**config.mk**
```make
export PLATFORM = sky130hd
export DESIGN_NAME = tinker_prefetch_queue
export DESIGN_NICKNAME = d
export VERILOG_FILES = /design/src/rtl/tinker_pkg.sv /design/src/rtl/tinker_prefetch_fifo.sv /design/src/rtl/tinker_prefetch_queue.sv
export SDC_FILE = /design/constraint.sdc
export NUM_CORES = 2
export LEC_CHECK = 0
export CAP_MARGIN = 20
export CORE_MARGIN = 5
export CORE_UTILIZATION = 45
export DETAILED_ROUTE_END_ITERATION = 10
export PLACE_DENSITY_LB_ADDON = 0.2
export SETUP_SLACK_MARGIN = 0.5
export SYNTH_ARGS = -nofsm -noshare
export SYNTH_HDL_FRONTEND = slang
export SYNTH_SLANG_ARGS = --single-unit
export TNS_END_PERCENT = 30
```
**constraint.sdc**
```tcl
create_clock -name clk -period 25.1 [get_ports clk]
set_clock_uncertainty 0.1 [all_clocks]
set_input_delay 5.02 -clock clk [delete_from_list [all_inputs] [get_ports clk]]
set_output_delay 5.02 -clock clk [all_outputs]
set_load 0.005 [all_outputs]
```
**src/rtl/tinker_pkg.sv**
```systemverilog
// Shared Tinker core types, constants and instruction field positions.
package tinker_pkg;

    typedef logic [63:0] addr_t;
    typedef logic [31:0] instr_t;

    localparam addr_t TINKER_RESET_PC = 64'h2000;
    localparam int    INSTR_BYTES     = 4;

    localparam int OPCODE_MSB  = 31;
    localparam int OPCODE_LSB  = 27;
    localparam int RD_MSB      = 26;
    localparam int RD_LSB      = 22;
    localparam int RS_MSB      = 21;
    localparam int RS_LSB      = 17;
    localparam int RT_MSB      = 16;
    localparam int RT_LSB      = 12;
    localparam int LITERAL_MSB = 11;
    localparam int LITERAL_LSB = 0;

    typedef enum logic [1:0] {
        FETCH_RUN,
        FETCH_HALTED,
        FETCH_DRAIN
    } fetch_state_e;

    typedef struct packed {
        addr_t  pc;
        instr_t instr;
    } fetch_entry_t;

    function automatic logic [4:0] instr_opcode(input instr_t instr);
        return instr[OPCODE_MSB:OPCODE_LSB];
    endfunction

endpackage

```
**src/rtl/tinker_prefetch_fifo.sv**
```systemverilog
// Generic synchronous FIFO; head is registered storage, so write-to-read latency is 1 cycle.
// No internal backpressure: the owner must never push into a full FIFO unless it pops in the same cycle.
module tinker_prefetch_fifo #(
    parameter int WIDTH = 96,
    parameter int DEPTH = 4
) (
    input  logic                   clk,
    input  logic                   reset,
    input  logic                   clear,
    input  logic                   push,
    input  logic [WIDTH-1:0]       push_data,
    input  logic                   pop,
    output logic [WIDTH-1:0]       head,
    output logic [$clog2(DEPTH):0] count
);
    localparam int AW = $clog2(DEPTH);
    localparam int CW = AW + 1;

    logic [WIDTH-1:0] mem [DEPTH];
    logic [AW-1:0]    wr_ptr;
    logic [AW-1:0]    rd_ptr;
    logic             full;
    logic             do_push;
    logic             do_pop;

    assign full    = (count == CW'(DEPTH));
    assign do_pop  = pop && (count != '0);
    assign do_push = push && (!full || do_pop);
    assign head    = mem[rd_ptr];

    always_ff @(posedge clk or posedge reset) begin
        if (reset) begin
            wr_ptr <= '0;
            rd_ptr <= '0;
            count  <= '0;
            for (int i = 0; i < DEPTH; i++) begin
                mem[i] <= '0;
            end
        end else if (clear) begin
            wr_ptr <= '0;
            rd_ptr <= '0;
            count  <= '0;
        end else begin
            if (do_push) begin
                mem[wr_ptr] <= push_data;
                wr_ptr      <= wr_ptr + AW'(1);
            end
            if (do_pop) begin
                rd_ptr <= rd_ptr + AW'(1);
            end
            count <= count + CW'(do_push) - CW'(do_pop);
        end
    end

    push_into_full: assert property (@(posedge clk) disable iff (reset) !(push && full && !pop));

endmodule

```
**src/rtl/tinker_prefetch_queue.sv**
```systemverilog
// In-order instruction prefetch ahead of the decoder; rsp->dec_valid is 1 cycle (0 with TINKER_PREFETCH_BYPASS_EN).
// Requests are credit-limited so buffered plus in-flight words never exceed DEPTH; the decoder stalls via dec_ready.
module tinker_prefetch_queue
    import tinker_pkg::*;
#(
    parameter int    DEPTH    = 4,
    parameter addr_t RESET_PC = TINKER_RESET_PC
) (
    input  logic   clk,
    input  logic   reset,
    input  logic   halt,
    output logic   mem_req_valid,
    input  logic   mem_req_ready,
    output addr_t  mem_req_addr,
    input  logic   mem_rsp_valid,
    input  instr_t mem_rsp_data,
    output logic   dec_valid,
    input  logic   dec_ready,
    output instr_t dec_instr,
    output addr_t  dec_pc,
    input  logic   redirect,
    input  addr_t  redirect_pc
);
    localparam int CW = $clog2(DEPTH) + 1;
    localparam int SW = CW + 1;

    fetch_state_e  state;
    fetch_state_e  state_nxt;
    addr_t         fetch_pc;
    addr_t         rsp_pc;
    logic [CW-1:0] outstanding;
    logic [CW-1:0] occupancy;
    logic [CW-1:0] drop_cnt;
    logic [CW-1:0] drop_cnt_nxt;
    logic          req_hs;
    logic          dropping;
    logic          bypass;
    logic          fifo_empty;
    logic          fifo_push;
    logic          fifo_pop;
    fetch_entry_t  head;
    fetch_entry_t  push_entry;

    assign mem_req_valid = !reset && !halt && !redirect &&
                           ((SW'(occupancy) + SW'(outstanding)) < SW'(DEPTH));
    assign mem_req_addr  = fetch_pc;
    assign req_hs        = mem_req_valid && mem_req_ready;

    // A response landing in the redirect cycle is stale and already retired, so it is not counted.
    always_comb begin
        drop_cnt_nxt = drop_cnt;
        if (redirect) begin
            drop_cnt_nxt = outstanding - CW'(mem_rsp_valid);
        end else if (mem_rsp_valid && dropping) begin
            drop_cnt_nxt = drop_cnt - CW'(1);
        end
    end

    always_ff @(posedge clk or posedge reset) begin
        if (reset) begin
            state <= FETCH_RUN;
        end else begin
            state <= state_nxt;
        end
    end

    always_comb begin
        state_nxt = halt ? FETCH_HALTED : FETCH_RUN;
        if (drop_cnt_nxt != '0) begin
            state_nxt = FETCH_DRAIN;
        end
    end

    always_comb begin
        dropping = (state == FETCH_DRAIN);
    end

    always_ff @(posedge clk or posedge reset) begin
        if (reset) begin
            fetch_pc <= RESET_PC;
            drop_cnt <= '0;
        end else begin
            drop_cnt <= drop_cnt_nxt;
            if (redirect) begin
                fetch_pc <= {redirect_pc[63:2], 2'b00};
            end else if (req_hs) begin
                fetch_pc <= fetch_pc + addr_t'(INSTR_BYTES);
            end
        end
    end

`ifdef TINKER_PREFETCH_BYPASS_EN
    assign bypass = fifo_empty && !dropping && mem_rsp_valid && !redirect;
`else
    assign bypass = 1'b0;
`endif

    assign fifo_empty = (occupancy == '0);
    assign dec_valid  = !fifo_empty || bypass;
    assign fifo_push  = mem_rsp_valid && !dropping && !redirect && !(bypass && dec_ready);
    assign fifo_pop   = !fifo_empty && dec_ready;
    assign push_entry = '{pc: rsp_pc, instr: mem_rsp_data};

    always_comb begin
        dec_pc    = '0;
        dec_instr = '0;
        if (!fifo_empty) begin
            dec_pc    = head.pc;
            dec_instr = head.instr;
        end else if (bypass) begin
            dec_pc    = rsp_pc;
            dec_instr = mem_rsp_data;
        end
    end

    tinker_prefetch_fifo #(
        .WIDTH ($bits(fetch_entry_t)),
        .DEPTH (DEPTH)
    ) u_entry_fifo (
        .clk       (clk),
        .reset     (reset),
        .clear     (redirect),
        .push      (fifo_push),
        .push_data (push_entry),
        .pop       (fifo_pop),
        .head      (head),
        .count     (occupancy)
    );

    // Holds the PC of every fetch still in flight, so its count is the outstanding-fetch count.
    tinker_prefetch_fifo #(
        .WIDTH ($bits(addr_t)),
        .DEPTH (DEPTH)
    ) u_inflight_fifo (
        .clk       (clk),
        .reset     (reset),
        .clear     (1'b0),
        .push      (req_hs),
        .push_data (fetch_pc),
        .pop       (mem_rsp_valid),
        .head      (rsp_pc),
        .count     (outstanding)
    );

endmodule

```
==> results.md <==
- Status: finished clean
- Hpwl dp: about 53 mm
- Die Span Y: 281 µm
- Final Max Slew Viols: 0
- Total track usage: 21.9%
- Fin area: between 0.03 and 0.04 mm²
- Slew @ Worst Pin: roughly 1.2 ns
- Worst min path class: reg2reg
- Pre-CTS setup slack: approximately 13 ns
- Number of distinct library cells after synthesis: 64
- Final estimated routing congestion in global placement: 0.798
- Total power: ~3.7 mW
- DRT iter0 DRCs: 1260
- Hold slack: a little under 0.4 ns
- Dpl cell area: 0.0360 mm²
- Width of the die: between 200 and 300 µm
- Area delta synth->final: 17.4%
- TritonRoute pass-1 iters: 5
- Critical path data arrival time: 6.50 ns
- Met3 Track Usage GR: under 10%
- Vias in the first global route: 21973
- Count of final setup violators: 0
- Worst EP required: around 20 ns
- Max frequency: ~86 MHz
- Commonest cells after routing, fill and taps aside: dfrtp_1 (700), mux2_2 (585), clkdlybuf4s50_1 (257)
- Post-synth EDFFs: 0
- FFs w/ async S/R, synth: 100%
- Routed WL: approximately 85 mm
- Synth Cell Area: between 0.03 and 0.04 mm²
- Syn Inst Count: 2257
- Synthesis Warnings: 0
- Sequential area share after synthesis: between 50% and 60%
- Worst-path fanout max: 3
- Prevailing post-synth register cell: dfrtp_1
- Met1 usage: around 31%
- Post-route ant nets: 0
- DR DRC count: 0
- Max_slew headroom: 22.1%
- Setup tns final: 0 ns
- Synth area leader: dfrtp_1
- Post-synth top area share: a little over half
- Num CTS Buffers: between 70 and 80
- Global route total overflow: 0
- Clock Sinks: between 700 and 800
- Clock Tree Buf Depth: 3
- Mean Syn Cell Area: between 10 and 15 µm²
- CTS tree: built
- Post-CTS Setup Bufs: 0
- Max-cap violation count: 0
- Clk_lat worst skew: 0.61 ns
- Vias per std cell: between 5 and 6
- Vias post-DR: 20047
- Worst path slowest cell: clkdlybuf4s50_1
- Static Leak: 18.0 nW
- Initial antenna violation count: 5
- Total die area: 0.0788 mm²
- RSZ-0062 raised after global routing: no
- Critical Path, Cell by Cell: clkdlybuf4s50_1 -> nor4_4 -> and3_1 -> clkdlybuf4s50_1
- Final min period: approximately 12 ns
- Grt peak-use layer: met2
- Final-stage net count: approximately 2600
- Global-route track usage on met2: between 30% and 40%
- Clk slew on worst S/H paths: 0.05 ns
- Tcrit/Tclk final: around 46%
- Final worst setup slack: around 13 ns
- Top cells by area, synth: dfrtp_1 (53%), mux2_2 (20%), mux4_2 (11%)
- Rows: 99
- # port buffers: around 260
- Worst setup SP type: input pin
- Pwr Density: around 95 mW/mm²
- Post-CTS sizing: 0
- Core ar.: between 0.07 and 0.08 mm²
- H-tree Lvls: 3
- Pin count of the biggest net entering global routing: 204
- #FFs+latches synth: a little over 700
- Layout cells sized above 1: 36.9%
- First-pass GRT wire length: about 130 mm
- CTS Hold Bufs: 0
- Hold Fails Final Rpt: 0
- Worst VDD drop: about 0.076 mV
- Initial Util: 45.3%
- Cell mode on critical path: clkdlybuf4s50_1
- Worst setup EP type: output pin
- Critical path class: in2out
- I/O Pins: about 270
- CTS root buf: clkbuf_16
- Slowest cell delay on critical path: between 0.5 and 0.6 ns
- DR WL/cell: around 25 µm
- Most common cell after layout, fill and taps aside: dfrtp_1
routing by layer:
layer	wire, µm	share of wire [%]
met5	13	0.015
met2	40800	48
met1	37500	44
met4	1860	2.2
met3	5030	5.9
path summary, 6_finish.rpt:
| path | start | end | slack, ns | depth (start not counted) |
|---|---|---|---|---|
| hold / removal | u_inflight_fifo.mem[72] | u_inflight_fifo.mem[72] | 0.39 | 1 |
| setup / recovery | halt | mem_req_valid | 13.48 | 4 |
| setup reg to reg | u_inflight_fifo.count[1] | u_inflight_fifo.mem[140] | 21.56 | 8 |
| hold reg to reg | u_inflight_fifo.mem[72] | u_inflight_fifo.mem[72] | 0.39 | 1 |
| max in group asynchronous | reset | u_inflight_fifo.mem[161] | 17.11 | 5 |
| min in group asynchronous | reset | u_entry_fifo.mem[23] | 4.73 | 2 |
cell usage after synthesis, types with 3 or more instances:
cell / instances
nand4_1: 31
or4_1: 17
o311ai_0: 12
o211ai_1: 18
nand3_1: 59
a22oi_1: 8
nor4_1: 10
buf_2: 75
nor2b_1: 3
nand4_2: 3
ha_1: 18
a41oi_1: 3
o21ai_0: 31
or3_1: 9
buf_4: 6
and4_1: 3
buf_1: 10
nor4_4: 3
clkbuf_1: 69
and2_1: 101
xnor2_1: 11
mux4_2: 156
mux2_2: 585
nand2_1: 83
dfrtp_1: 704
inv_1: 19
nor3_1: 15
xor2_1: 14
clkbuf_2: 3
a21oi_1: 10
buf_6: 26
nand4b_1: 3
nor4b_1: 3
mux2i_1: 15
nand2_4: 4
a31oi_1: 7
nor2_1: 23
mux2_1: 40
and3_1: 15
report_power, final:
part / total (mW) / switching, mW / leakage (nW) / internal [mW]
Clock: 1.16 / 0.455 / 1.29 / 0.703
Combinational: 0.941 / 0.398 / 7.15 / 0.542
Sequential: 1.59 / 0.203 / 9.52 / 1.39
Total: 3.69 / 1.06 / 18.0 / 2.63
cell families after synthesis:
group / after synthesis / synth area share [%]
fa+ha+maj: 20 / 0.805
other cells: 1 / 0.0114
mux: 796 / 32.5
simple gates: 399 / 7.08
compound gates: 103 / 2.12
buf+inv: 208 / 3.33
xor+xnor: 25 / 0.664
flops: 705 / 53.5
final cells by class:
class                   instances  area [µm²]
diodes                          5        12.5
clock buffers                 121        2380
multi-input cells            1347       14300
well taps                     959        1200
repair buffers                289        2850
fillers                      6031       34100
clock inverters                19         241
flip-flops and latches        705       17700
inverters                      19        75.1
worst max-delay path: cells and delay by family:
kind          cells  cell delay, ns
buf+inv           2            1.02
simple gates      2            0.46
stage by stage:
step | std cells | utilization [%]
final | 3464 | 53.1
after floorplan | 2260 | -
after global routing | 3459 | 53.1
after CTS | 3458 | 53.1
after global placement | 3318 | 49.5
after detailed placement | 3318 | 49.5
sequential cells by signal, summed over array words and instances (netlist names):
name,flops
u_inflight_fifo.mem,248
u_inflight_fifo.rd_ptr,2
u_entry_fifo.count,3
u_entry_fifo.rd_ptr,2
u_inflight_fifo.count,3
u_entry_fifo.wr_ptr,2
u_inflight_fifo.wr_ptr,2
state,2
mem_req_addr,62
u_entry_fifo.mem,376
drop_cnt,3
(Power assumes the default switching activity.)
